--- src/rtl/usb_bit_stuffer.sv ---
// Transmit-side USB bit stuffer: serializes packet bytes LSB first and inserts a
// flagged 0 after every STUFF_LEN consecutive 1s on the serial stream.
module usb_bit_stuffer #(
    parameter int STUFF_LEN = 6
) (
    input  logic       Bit_Stuffer_Clk,
    input  logic       Bit_Stuffer_Rst,
    input  logic [7:0] Bit_Stuffer_Data_In,
    input  logic       Bit_Stuffer_Data_Valid,
    input  logic       Bit_Stuffer_Data_Last,
    output logic       Bit_Stuffer_Data_Ready,
    output logic       Bit_Stuffer_Data_Out,
    output logic       Bit_Stuffer_Bit_Valid,
    output logic       Bit_Stuffer_Flag,
    output logic       Bit_Stuffer_Eop_Done,
    output logic       Bit_Stuffer_Underrun
);

    localparam int CW = $clog2(STUFF_LEN + 1);

    typedef enum logic [1:0] {
        IDLE  = 2'd0,
        SHIFT = 2'd1,
        STUFF = 2'd2
    } state_t;

    state_t        state_reg;
    logic [7:0]    shift_reg;
    logic [2:0]    index_reg;
    logic [CW-1:0] ones_reg;
    logic          last_reg;
    logic          byte_end_reg;      // stuffed 0 in progress follows bit 7
    logic          eop_pend_reg;
    logic          underrun_pend_reg;

    logic          data_out_reg;
    logic          bit_valid_reg;
    logic          flag_reg;
    logic          eop_done_reg;
    logic          underrun_reg;

    logic          cur_bit;
    logic [CW-1:0] ones_next;
    logic          stuff_due;
    logic          byte_end;
    logic          ready;

    assign cur_bit   = shift_reg[index_reg];
    assign ones_next = cur_bit ? (ones_reg + CW'(1)) : '0;
    assign stuff_due = (state_reg == SHIFT) && cur_bit && (ones_reg == CW'(STUFF_LEN - 1));

    // Final emitted bit of a byte: bit 7 without a following stuff, or that stuff
    assign byte_end = ((state_reg == SHIFT) && (index_reg == 3'd7) && !stuff_due) ||
                      ((state_reg == STUFF) && byte_end_reg);

    // Decoded purely from registers, so there is no Valid-to-Ready path
    assign ready = (state_reg == IDLE) || (byte_end && !last_reg);

    always_ff @(posedge Bit_Stuffer_Clk) begin
        if (Bit_Stuffer_Rst) begin
            state_reg         <= IDLE;
            shift_reg         <= '0;
            index_reg         <= '0;
            ones_reg          <= '0;
            last_reg          <= 1'b0;
            byte_end_reg      <= 1'b0;
            eop_pend_reg      <= 1'b0;
            underrun_pend_reg <= 1'b0;
            data_out_reg      <= 1'b0;
            bit_valid_reg     <= 1'b0;
            flag_reg          <= 1'b0;
            eop_done_reg      <= 1'b0;
            underrun_reg      <= 1'b0;
        end else begin
            // Output stage: presents the bit chosen by the current state
            data_out_reg      <= (state_reg == SHIFT) ? cur_bit : 1'b0;
            bit_valid_reg     <= (state_reg != IDLE);
            flag_reg          <= (state_reg == STUFF);
            eop_done_reg      <= eop_pend_reg;
            underrun_reg      <= underrun_pend_reg;
            eop_pend_reg      <= 1'b0;
            underrun_pend_reg <= 1'b0;

            case (state_reg)
                IDLE: begin
                    if (Bit_Stuffer_Data_Valid) begin
                        shift_reg    <= Bit_Stuffer_Data_In;
                        index_reg    <= '0;
                        last_reg     <= Bit_Stuffer_Data_Last;
                        byte_end_reg <= 1'b0;
                        ones_reg     <= '0;
                        state_reg    <= SHIFT;
                    end
                end
                SHIFT: begin
                    ones_reg  <= ones_next;
                    index_reg <= index_reg + 3'd1;
                    if (stuff_due) begin
                        state_reg    <= STUFF;
                        byte_end_reg <= (index_reg == 3'd7);
                    end
                end
                STUFF: begin
                    ones_reg  <= '0;
                    state_reg <= SHIFT;
                end
                default: state_reg <= IDLE;
            endcase

            // End-of-byte action overrides the per-state updates above;
            // the ones counter is left alone so runs carry into the next byte
            if (byte_end) begin
                if (last_reg) begin
                    state_reg    <= IDLE;
                    eop_pend_reg <= 1'b1;
                end else if (Bit_Stuffer_Data_Valid) begin
                    shift_reg    <= Bit_Stuffer_Data_In;
                    index_reg    <= '0;
                    last_reg     <= Bit_Stuffer_Data_Last;
                    byte_end_reg <= 1'b0;
                    state_reg    <= SHIFT;
                end else begin
                    state_reg         <= IDLE;
                    underrun_pend_reg <= 1'b1;
                end
            end
        end
    end

    assign Bit_Stuffer_Data_Ready = ready;
    assign Bit_Stuffer_Data_Out   = data_out_reg;
    assign Bit_Stuffer_Bit_Valid  = bit_valid_reg;
    assign Bit_Stuffer_Flag       = flag_reg;
    assign Bit_Stuffer_Eop_Done   = eop_done_reg;
    assign Bit_Stuffer_Underrun   = underrun_reg;

endmodule

--- config.mk ---
export PLATFORM = sky130hd
export DESIGN_NAME = usb_bit_stuffer
export DESIGN_NICKNAME = d
export VERILOG_FILES = /design/src/rtl/usb_bit_stuffer.sv
export SDC_FILE = /design/constraint.sdc
export NUM_CORES = 1
export LEC_CHECK = 0
export ABC_AREA = 0
export ABC_CLOCK_PERIOD_IN_PS = 1700
export CAP_MARGIN = 20
export CORE_AREA = 10 10 73 50
export CTS_CLUSTER_SIZE = 20
export DETAILED_ROUTE_END_ITERATION = 8
export DIE_AREA = 0 0 83 60
export DONT_BUFFER_PORTS = 1
export PLACE_DENSITY = 0.72
export REMOVE_ABC_BUFFERS = 1
export SYNTH_ARGS = -nofsm -noshare
export SYNTH_HDL_FRONTEND = slang
export SYNTH_SLANG_ARGS = --single-unit
export TNS_END_PERCENT = 20
--- constraint.sdc ---
create_clock -name Bit_Stuffer_Clk -period 1.7 [get_ports Bit_Stuffer_Clk]
set_input_delay 0.255 -clock Bit_Stuffer_Clk [delete_from_list [all_inputs] [get_ports Bit_Stuffer_Clk]]
set_output_delay 0.255 -clock Bit_Stuffer_Clk [all_outputs]
set_load 0.01 [all_outputs]
==> key figures, run 1 <==
Die
  – Core area: 2380 um2
  – Initial core utilization: 52.5%
  – Chip Width: 83 um
  – Cell Rows: 14
  – Io pins: 18
  – Die area: 4980 um2
  – Die Y: 60 um

Hold path
  – WHS Path Cells: 1
  – Min-delay src: Bit_Stuffer_Rst
  – Hold crit path type: in2reg
  – Hold EP: Bit_Stuffer_Underrun$_SDFF_PP0_

Setup path
  – Critical Path RT: 1.44 ns
  – Reg-to-reg critical path endpoint: underrun_pend_reg$_SDFF_PP0_
  – Worst Path Max Fanout: 5
  – Startpoint types: flip-flop
  – R2r setup slk: -0.20 ns
  – Worst r2r src: index_reg[0]$_SDFF_PP0_
  – WP data arrival: 1.82 ns
  – CP peak stage delay: 0.38 ns
  – CP most frequent cell: buf_6
  – Crit path depth: 7
  – Worst path bufs/invs: 3
  – Endpoint class of the critical path: output port
  – CP cell instances: buf_6, buf_6, ha_4, ha_4, buf_6, nor3b_4, a211o_1
  – Top Family by Delay on Critical Path: flip-flops
  – Worst Setup Path Type: reg2out
  – Slowest-stage cell, CP: dfxtp_4
  – Reg2reg path depth: 7

Global routing
  – Number of global-route vias before repair: 940
  – First-pass GRT wire length: 4750 um
  – Total GRT Usage: 11.6%
  – Antenna violations before repair: 0
  – Largest net degree at the start of global routing: 31
  – Total global routing overflow: 0

Clock network
  – CTS tree: yes
  – Hold_buf cts: 0
  – Reg clk slew, reported paths: 0.09 ns
  – Clock sinks: 25
  – Worst-Skew Late Latency: 0.26 ns
  – Cts bufs inserted: 3
  – Clock Path Buffers: 2
  – CTS Root Cell: clkbuf_8
  – H-tree depth: 1

Power
  – Pwr Density: 719 nW/um2
  – Pint: 0.861 mW
  – Total Power: 1.14 mW
  – P_sw: 0.275 mW
  – Peak supply drop: 0.484 mV
  – Lkg Pwr: 0.606 nW
  – Comb pwr share: 14.4%
  – Switching Fraction: 24.2%
  – Clk pwr share: 30.2%
  – Sequential power share: 55.3%

Status
  – Status: complete, but fails checks
  – Failing checks: setup timing

Cells and area
  – Layout cells sized above 1: 30.5%
  – Layout Cells excl Fill: 183
  – NumNets Final: 168
  – ANT cells: 0
  – Most frequent cells in the layout: dfxtp_1 (22), nand2b_1 (22), buf_4 (18), mux2i_1 (11), nor2_1 (9)
  – Core Util, Final: 66.4%
  – Layout area overhead: 26.4%
  – Max FFs per register: 8

STA
  – Shortest period the worst path allows: 2.07 ns
  – Slew @ Worst Pin: 0.504 ns
  – Max-slew headroom: 66.3%
  – Final Hold Viols: 0
  – Worst setup margin: -0.373 ns
  – Final period utilization: 122%
  – Final Skew: 0.00453 ns
  – RSZ-0062 raised after global routing: yes
  – Endpoints failing setup: 18
  – Final-report max-slew violation count: 0
  – Fmax: 482 MHz

Yosys
  – Yosys warns: 0
  – Synth Area in Adders: 4.00%
  – Register area share after synthesis: 40.0%
  – Post-synth EDFFs: 0
  – Compound-Gate Fraction of Synth Area: 13.2%
  – Async set or reset register ratio after synthesis: 0%
  – Register bit total from synthesis: 25
  – Syn Area/Cell: 9.27 um2
  – Mux cell area share after synthesis: 11.5%
  – Largest family of logic cells by synthesized area: simple AND/OR/NAND/NOR gates
  – Top-area cell type share of the netlist area: 40.0%
  – Netlist Area Pre-Place: 1250 um2
  – Xor-xnor portion of the synthesized cell area: 0%
  – Predominant post-synthesis flop cell: dfxtp_1
  – Synth area leaders: dfxtp_1 (40%), nand2b_1 (12%), mux2i_1 (8.8%)
  – Post-Synth Simple-Gate Area: 26.7%
  – Syn Inst Count: 135
  – Synth area leader: dfxtp_1
  – Cell variety after synth: 32

Placed design
  – Gpl congestion: 0.782
  – Worst slack, placed: -0.287 ns
  – Detailed-placement wirelength estimate: 1930 um
  – Port-buffer cells: 0
  – Dpl cells: 174

Routing
  – DR vias/cell: 5.69
  – Wirelength per Cell: 16.4 um
  – Total Wirelength: 3010 um
  – DR iter-0 viols: 140
  – Vias: 1,042
  – Detailed Routing Iterations Pass 1: 4
  – Routed Antenna Nets: 0
  – DRC errors left: 0

Run
  – Max cap viols: 0
per-layer routing:
metal  track usage [%]  up-vias  wire length [um]
met2              18.6       32              1370
met5                 0        -                 0
met4              2.66        0                19
met3              4.34        4               176
li1                  -      502                 -
met1              14.4      504              1440
power by group through the flow:
stage	clock network (mW)	registers [mW]	logic, mW
final	0.344	0.629	0.164
after global routing	0.382	0.632	0.179
after CTS	0.354	0.626	0.153
after detailed placement	0	0.638	0.134
after global placement	0	0.638	0.130
after floorplan	0	0.640	0.0846
worst register-to-register path: stages (launching register included):
cell and delay, ns:
dfxtp_4 0.40, mux2_2 0.36, o21ai_1 0.19, or4_4 0.17, buf_4 0.13, buf_4 0.13, nand3_2 0.10, a2111oi_1 0.33
layout make-up:
cell class | instances | area [um2]
multi-input cells | 99 | 805
flip-flops and latches | 25 | 507
repair buffers | 22 | 180
well taps | 32 | 40.0
inverters | 1 | 3.75
fillers | 186 | 801
clock buffers | 3 | 41.3
clock inverters | 1 | 5.00
what timing repair did:
item                                   CTS  global route
setup endpoints to repair               18            20
resized for setup                       24             5
pin swaps                                6             3
buffers inserted                         2             3
endpoints found under the hold margin    0             0
kinds of logic after synthesis:
logic type,Yosys count
multiplexers,14
buffers and inverters,11
adder cells (fa/ha/maj),4
AND/OR/NAND/NOR,58
AO/OA/AOI/OAI,23
flip-flops,25
worst max-delay path by stage:
stage / from / endpoint / slack [ns]
2_1_floorplan: state_reg[0]$_SDFFE_PP0P_ / Bit_Stuffer_Data_Ready / -0.38
3_3_place_gp: index_reg[0]$_SDFF_PP0_ / underrun_pend_reg$_SDFF_PP0_ / -0.27
3_5_place_dp: index_reg[0]$_SDFF_PP0_ / underrun_pend_reg$_SDFF_PP0_ / -0.29
4_1_cts: index_reg[0]$_SDFF_PP0_ / Bit_Stuffer_Data_Ready / -0.34
5_1_grt: index_reg[0]$_SDFF_PP0_ / Bit_Stuffer_Data_Ready / -0.41
6_report: index_reg[0]$_SDFF_PP0_ / Bit_Stuffer_Data_Ready / -0.37
synth_stat cells, types with 2 or more instances:
cell type	number
clkbuf_1	7
nand2_1	5
o21bai_1	2
mux2i_1	11
o21ai_1	2
buf_6	2
ha_1	4
nor3_1	3
nor2_1	9
nand3b_1	4
dfxtp_1	25
a22oi_1	3
nor2b_1	7
nor3b_1	4
a21oi_1	7
mux2_1	2
nand2b_1	23
through the flow:
step / setup TNS [ns] / hold slack [ns] / cell area (um2)
floorplan: -4.92 / 0.324 / 1200
global placement: -1.95 / 0.331 / 1370
detailed placement: -3.54 / 0.333 / 1370
CTS: -1.31 / 0.0432 / 1530
global route: -2.85 / 0.0366 / 1580
finish: -2.04 / 0.0525 / 1580
Power figures use the tool's default switching activity.
==> run 2: changes to the inputs <==
--- a/config.mk
+++ b/config.mk
@@ -5,15 +5,16 @@
 export SDC_FILE = /design/constraint.sdc
 export NUM_CORES = 1
 export LEC_CHECK = 0
-export ABC_AREA = 0
+export ABC_AREA = 1
 export ABC_CLOCK_PERIOD_IN_PS = 1700
 export CAP_MARGIN = 20
-export CORE_AREA = 10 10 73 50
+export CORE_AREA = 10 10 76 52
+export CTS_BUF_LIST = sky130_fd_sc_hd__clkbuf_2
 export CTS_CLUSTER_SIZE = 20
 export DETAILED_ROUTE_END_ITERATION = 8
-export DIE_AREA = 0 0 83 60
+export DIE_AREA = 0 0 86 62
 export DONT_BUFFER_PORTS = 1
-export PLACE_DENSITY = 0.72
+export PLACE_DENSITY = 0.75
 export REMOVE_ABC_BUFFERS = 1
 export SYNTH_ARGS = -nofsm -noshare
 export SYNTH_HDL_FRONTEND = slang
==> run 2 against run 1 <==
- the flow still finishes with violations (setup timing)
- wire length up 43%
- clock skew up 0.020 ns
- count of clock-buffer cells in the layout unchanged
- sequential power up 1%
- sequential share of layout area down 2.0 points
- clock power down 29%
- hold slack better by 0.073 ns
==> key figures, run 2 <==
Clock network
  – Clock sinks: 25
  – H-tree depth: 1
  – Worst-Skew Late Latency: 0.38 ns
  – Cts bufs inserted: 3
  – Reg clk slew, reported paths: 0.26 ns
  – CTS Root Cell: clkbuf_2
  – Clock Path Buffers: 2
  – CTS tree: yes

STA
  – Final-report max-slew violation count: 0
  – Final period utilization: 109%
  – Worst setup margin: -0.161 ns
  – Shortest period the worst path allows: 1.86 ns
  – Max-slew headroom: 55.2%
  – Final Hold Viols: 0
  – RSZ-0062 raised after global routing: yes
  – Fmax: 537 MHz
  – Slew @ Worst Pin: 0.670 ns
  – Final Skew: 0.0245 ns
  – Worst hold slack: 0.126 ns
  – Endpoints failing setup: 5
  – Setup TNS: -0.285 ns

Global routing
  – Met3 global-route usage: 5.08%
  – Antenna violations before repair: 0
  – Total global routing overflow: 0
  – First-pass GRT wire length: 6200 um
  – Number of global-route vias before repair: 1,324
  – Largest net degree at the start of global routing: 19
  – Gr busiest metal: met2
  – Total GRT Usage: 14.4%
  – Met2 Usage GRT: 25.0%
  – GR Layer Usage met1: 16.6%

Cells and area
  – ANT cells: 0
  – Most frequent cells in the layout: nand2_1 (40), o21ai_0 (23), nor2_1 (18)
  – Commonest non-fill, non-tap cell in the layout: nand2_1
  – Layout area overhead: 18.8%
  – Filler cell count: 212
  – Layout cells sized above 1: 30.7%
  – Final Instance Area: 1740 um2
  – Layout Cells excl Fill: 252
  – Core Util, Final: 64.8%
  – NumNets Final: 235
  – Max FFs per register: 8

Yosys
  – Top post-synthesis cells by count: nand2_1 (51), dfxtp_1 (25), o21ai_0 (23), nor2_1 (20), inv_1 (18)
  – Predominant post-synthesis flop cell: dfxtp_1
  – Top-area cell type share of the netlist area: 34.2%
  – Synth area leaders: dfxtp_1 (34%), nand2_1 (13%), o21ai_0 (7.9%)
  – Register area share after synthesis: 34.2%
  – Synth area leader: dfxtp_1
  – Syn Area/Cell: 7.04 um2
  – Register bit total from synthesis: 25
  – Netlist Area Pre-Place: 1460 um2
  – Most frequent cell after synthesis: nand2_1
  – Syn Inst Count: 208
  – Yosys warns: 0
  – Async set or reset register ratio after synthesis: 0%
  – Cell variety after synth: 31
  – Post-synth EDFFs: 0

Routing
  – Vias: 1,491
  – DR iter-0 viols: 237
  – DR vias/cell: 5.92
  – Total Wirelength: 4300 um
  – Wirelength per Cell: 17.1 um
  – Detailed Routing Iterations Pass 1: 5
  – Routed Antenna Nets: 0
  – DRC errors left: 0

Die
  – Chip Width: 86 um
  – Io pins: 18
  – Initial core utilization: 54.5%
  – Core area: 2680 um2
  – Die area: 5330 um2
  – Cell Rows: 15
  – Die Y: 62 um

Power
  – Peak supply drop: 0.445 mV
  – Sequential power share: 54.4%
  – P_sw: 0.405 mW
  – Comb pwr share: 24.7%
  – Pint: 0.768 mW
  – Total Power: 1.17 mW
  – Lkg Pwr: 0.693 nW
  – Clk pwr share: 20.9%
  – Pwr Density: 675 nW/um2
  – Switching Fraction: 34.5%

Setup path
  – Worst Setup Path Type: reg2out
  – Worst Path Max Fanout: 6
  – CP most frequent cell: nand2_4
  – Endpoint class of the critical path: output port
  – Slowest-stage cell, CP: dfxtp_4
  – Startpoint types: flip-flop
  – Top Family by Delay on Critical Path: simple AND/OR/NAND/NOR gates
  – Worst path bufs/invs: 1
  – Critical Path RT: 1.44 ns
  – CP peak stage delay: 0.47 ns
  – WP data arrival: 1.61 ns
  – CP cell instances: inv_2, nand2_1, nand3_1, nand3_2, nand4_4, nand2_4, nand2_8, nand2_4, nand2_4

Placed design
  – Detailed-placement wirelength estimate: 2530 um
  – Dpl cells: 238
  – Gpl congestion: 0.868
  – Port-buffer cells: 0
  – Worst slack, placed: 0.0404 ns
  – Placed cell area: 1480 um2

Status
  – Status: complete, but fails checks
  – Failing checks: setup timing

Run
  – Max cap viols: 0

Hold path
  – Hold crit path type: in2reg
## run 2: cell types whose count changed in the layout (fill, tap and decap cells not counted), sizes merged, moves of 9 or more
cell / change
nand3: +18
o21ai: +25
mux2i: -10
buf: -9
nor2: +15
nand2: +51
inv: +22
nand2b: -23
## run 2: timing repair
action / CTS / global route
resized for setup: 22 / 26
endpoints found under the setup margin: 1 / 7
pin swaps: 3 / 7
cloned: 0 / 0
buffers inserted: 6 / 3
hold buffers: 1 / 0
hold endpoints to repair: 16 / 0
## run 2: layout make-up
type | count | area [um2] | share of cell area (%)
Clock buffer | 3 | 15.0 | 0.863
Clock inverter | 1 | 7.51 | 0.432
Inverter | 24 | 95.1 | 5.47
Multi-Input combinational cell | 151 | 938 | 54.0
Sequential cell | 25 | 522 | 30.0
Tap cell | 34 | 42.5 | 2.45
Timing Repair Buffer | 14 | 119 | 6.83
## run 2: metal layers
layer,wire (um),vias to the layer above
met3,450,14
met4,86,0
met1,1700,678
met2,2060,105
met5,0,-
li1,-,694
## run 2: power groups by stage
| stage | Sequential [mW] | Combinational (mW) | Clock (mW) |
|---|---|---|---|
| CTS | 0.634 | 0.243 | 0.252 |
| floorplan | 0.646 | 0.165 | 0 |
| global route | 0.642 | 0.317 | 0.271 |
| detailed placement | 0.646 | 0.211 | 0 |
| global placement | 0.645 | 0.199 | 0 |
| finish | 0.638 | 0.290 | 0.245 |
## run 2: final timing paths
check                                from                         endpoint  slack [ns]  cells past startpoint
setup / recovery  index_reg[0]$_SDFF_PP0_           Bit_Stuffer_Data_Ready       -0.16                      9
hold / removal     Bit_Stuffer_Data_Valid     underrun_pend_reg$_SDFF_PP0_        0.13                      3
setup reg to reg  index_reg[0]$_SDFF_PP0_          shift_reg[0]$_SDFF_PP0_       -0.04                     12
hold reg to reg   eop_pend_reg$_SDFF_PP0_  Bit_Stuffer_Eop_Done$_SDFF_PP0_        0.42                      2
## run 2: logic make-up after synthesis
family | Yosys count | share of synthesized area, %
flip-flops | 25 | 34.2
multiplexers | 1 | 0.684
AND/OR/NAND/NOR | 103 | 35.3
buffers and inverters | 32 | 10.4
AO/OA/AOI/OAI | 43 | 16.0
adder cells (fa/ha/maj) | 4 | 3.42
## run 2: worst register-to-register path: cells and delay by family (launching register included)
family                 cells  cell delay, ns
buffers and inverters      4            0.46
flip-flops                 1            0.47
AND/OR/NAND/NOR            7            0.64
AO/OA/AOI/OAI              1            0.06
==> run 3: changes to the inputs <==
--- a/config.mk
+++ b/config.mk
@@ -6,15 +6,16 @@
 export NUM_CORES = 1
 export LEC_CHECK = 0
 export ABC_AREA = 1
-export ABC_CLOCK_PERIOD_IN_PS = 1700
+export ABC_CLOCK_PERIOD_IN_PS = 2300
 export CAP_MARGIN = 20
-export CORE_AREA = 10 10 76 52
+export CORE_AREA = 10 10 73 50
 export CTS_BUF_LIST = sky130_fd_sc_hd__clkbuf_2
 export CTS_CLUSTER_SIZE = 20
 export DETAILED_ROUTE_END_ITERATION = 8
-export DIE_AREA = 0 0 86 62
+export DIE_AREA = 0 0 83 60
 export DONT_BUFFER_PORTS = 1
-export PLACE_DENSITY = 0.75
+export MAX_ROUTING_LAYER = met4
+export PLACE_DENSITY = 0.79
 export REMOVE_ABC_BUFFERS = 1
 export SYNTH_ARGS = -nofsm -noshare
 export SYNTH_HDL_FRONTEND = slang
==> constraint.sdc (replaced) <==
create_clock -name Bit_Stuffer_Clk -period 2.3 [get_ports Bit_Stuffer_Clk]
set_input_delay 0.345 -clock Bit_Stuffer_Clk [delete_from_list [all_inputs] [get_ports Bit_Stuffer_Clk]]
set_output_delay 0.345 -clock Bit_Stuffer_Clk [all_outputs]
set_load 0.01 [all_outputs]
==> run 3 against run 2 <==
- the run now ends clean
- wire length fell by 19%
- final cell count decreased by 4.4%
- clock skew up 0.0035 ns
- sequential cell count unchanged
- critical path depth is the same
- die area shrank 6.6%
- count of clock-buffer cells in the layout is the same
- cell area shrank 12%
- core utilization fell by 0.52 points
- setup slack improved by 0.33 ns
- first-iteration DRC count down 32%
- sequential share of layout area is 3.0 points higher
- highest routed layer unchanged
==> key figures, run 3 (same netlist as run 2, synthesis figures left out) <==
Power
  – Comb pwr share: 19.8%
  – Clk pwr share: 22.5%
  – Pint: 0.549 mW
  – Peak supply drop: 0.238 mV
  – P_sw: 0.273 mW
  – Lkg Pwr: 0.635 nW
  – Total Power: 0.822 mW
  – Sequential power share: 57.6%
  – Pwr Density: 537 nW/um2
  – Switching Fraction: 33.2%

Setup path
  – Startpoint types: flip-flop
  – Endpoint class of the critical path: output port
  – WP data arrival: 1.79 ns
  – Worst Setup Path Type: reg2out
  – Critical Path RT: 1.96 ns
  – Worst Path Max Fanout: 11

Routing
  – DR vias/cell: 5.49
  – Routed Antenna Nets: 0
  – Total Wirelength: 3470 um
  – DR iter-0 viols: 162
  – Detailed Routing Iterations Pass 1: 4
  – DRC errors left: 0
  – Wirelength per Cell: 14.4 um
  – Vias: 1,322

Die
  – Io pins: 18
  – Die Y: 60 um
  – Initial core utilization: 61.4%
  – Die area: 4980 um2
  – Core area: 2380 um2
  – Chip Width: 83 um
  – Cell Rows: 14

Cells and area
  – Max FFs per register: 8
  – Layout cells sized above 1: 14.4%
  – ANT cells: 0
  – Most frequent cells in the layout: nand2_1 (51), dfxtp_1 (23), o21ai_0 (23), nor2_1 (20), inv_1 (18)
  – Layout area overhead: 4.62%
  – Filler cell count: 215
  – NumNets Final: 226
  – Core Util, Final: 64.3%
  – Commonest non-fill, non-tap cell in the layout: nand2_1

Global routing
  – Antenna violations before repair: 0
  – Total global routing overflow: 0
  – Number of global-route vias before repair: 1,136
  – Largest net degree at the start of global routing: 19
  – First-pass GRT wire length: 5270 um
  – Total GRT Usage: 13.3%

STA
  – Final-report max-slew violation count: 0
  – Setup TNS: 0 ns
  – Final Hold Viols: 0
  – Slew @ Worst Pin: 0.516 ns
  – Shortest period the worst path allows: 2.14 ns
  – Worst hold slack: 0.0530 ns
  – Final period utilization: 92.9%
  – Final Skew: 0.0280 ns
  – Worst setup margin: 0.164 ns
  – Endpoints failing setup: 0
  – RSZ-0062 raised after global routing: no
  – Max-slew headroom: 65.6%
  – Fmax: 468 MHz

Status
  – Status: completed

Clock network
  – Clock sinks: 25
  – Reg clk slew, reported paths: 0.23 ns
  – Worst-Skew Late Latency: 0.38 ns
  – H-tree depth: 1
  – CTS Root Cell: clkbuf_2
  – CTS tree: yes
  – Cts bufs inserted: 3
  – Clock Path Buffers: 2

Hold path
  – Hold crit path type: in2reg

Run
  – Max cap viols: 0

Placed design
  – Gpl congestion: 0.886
  – Worst slack, placed: 0.442 ns
  – Port-buffer cells: 0
  – Detailed-placement wirelength estimate: 2450 um
-- run 3: cell count changes in the layout (fill, tap and decap cells not counted), moves of 3 or more --
cell and change:
dfxtp_4 -3, dfxtp_1 +7, buf_4 -8, nand2_1 +11
nand2_4 -4, dfxtp_2 -4, nand2_2 -8, buf_6 -3
-- run 3: through the flow --
step / instance area (um2) / cells
floorplan: 1410 / 200
global placement: 1450 / 232
detailed placement: 1450 / 232
CTS: 1480 / 237
global route: 1530 / 241
finish: 1530 / 241
-- run 3: per-layer routing --
layer  vias to the layer above  GRT usage, %  routed length (um)
met5                         -             -                   0
met4                         0          2.90                  90
met3                        12          4.34                 317
met2                        41          20.6                1460
met1                       594          16.6                1600
li1                        675             -                   -
-- run 3: final timing paths --
check	start	endpoint	slack, ns	depth (start not counted)
setup / recovery	index_reg[0]$_SDFF_PP0_	Bit_Stuffer_Data_Ready	0.16	9
hold reg to reg	eop_pend_reg$_SDFF_PP0_	Bit_Stuffer_Eop_Done$_SDFF_PP0_	0.43	2
hold / removal	Bit_Stuffer_Rst	ones_reg[1]$_SDFFE_PP0P_	0.05	1
setup reg to reg	state_reg[1]$_SDFFE_PP0P_	ones_reg[2]$_SDFFE_PP0P_	0.68	9
-- run 3: what timing repair did --
action                                  4_1_cts  5_1_grt
hold buffers                                  1        1
endpoints found under the setup margin        1        1
setup buffers                                 0        3
resized for setup                             1        5
hold endpoints to repair                     11        3
pin swaps                                     0        1
-- run 3: power groups by stage --
stage,combinational [mW],clock [mW],sequential (mW)
floorplan,0.122,0,0.478
global placement,0.143,0,0.482
detailed placement,0.149,0,0.482
CTS,0.154,0.191,0.474
global route,0.182,0.204,0.478
finish,0.163,0.185,0.474
-- run 3: area by class of cell --
class                   instances  area, um2  share of cell area (%)
flip-flops and latches         25        505                    33.0
clock buffers                   3       15.0                   0.980
well taps                      32       40.0                    2.61
inverters                      24       95.1                    6.21
multi-input cells             151        828                    54.1
repair buffers                  5       40.0                    2.61
clock inverters                 1       7.51                   0.490
-- run 3: critical path, stage by stage (launching register included) --
cell      delay, ns
dfxtp_4        0.42
clkbuf_2       0.13
nand2_1        0.09
nand2_1        0.08
nand3b_2       0.11
nand4_4        0.15
nand2_8        0.14
nand2_8        0.08
nand2_1        0.12
nand2_1        0.11
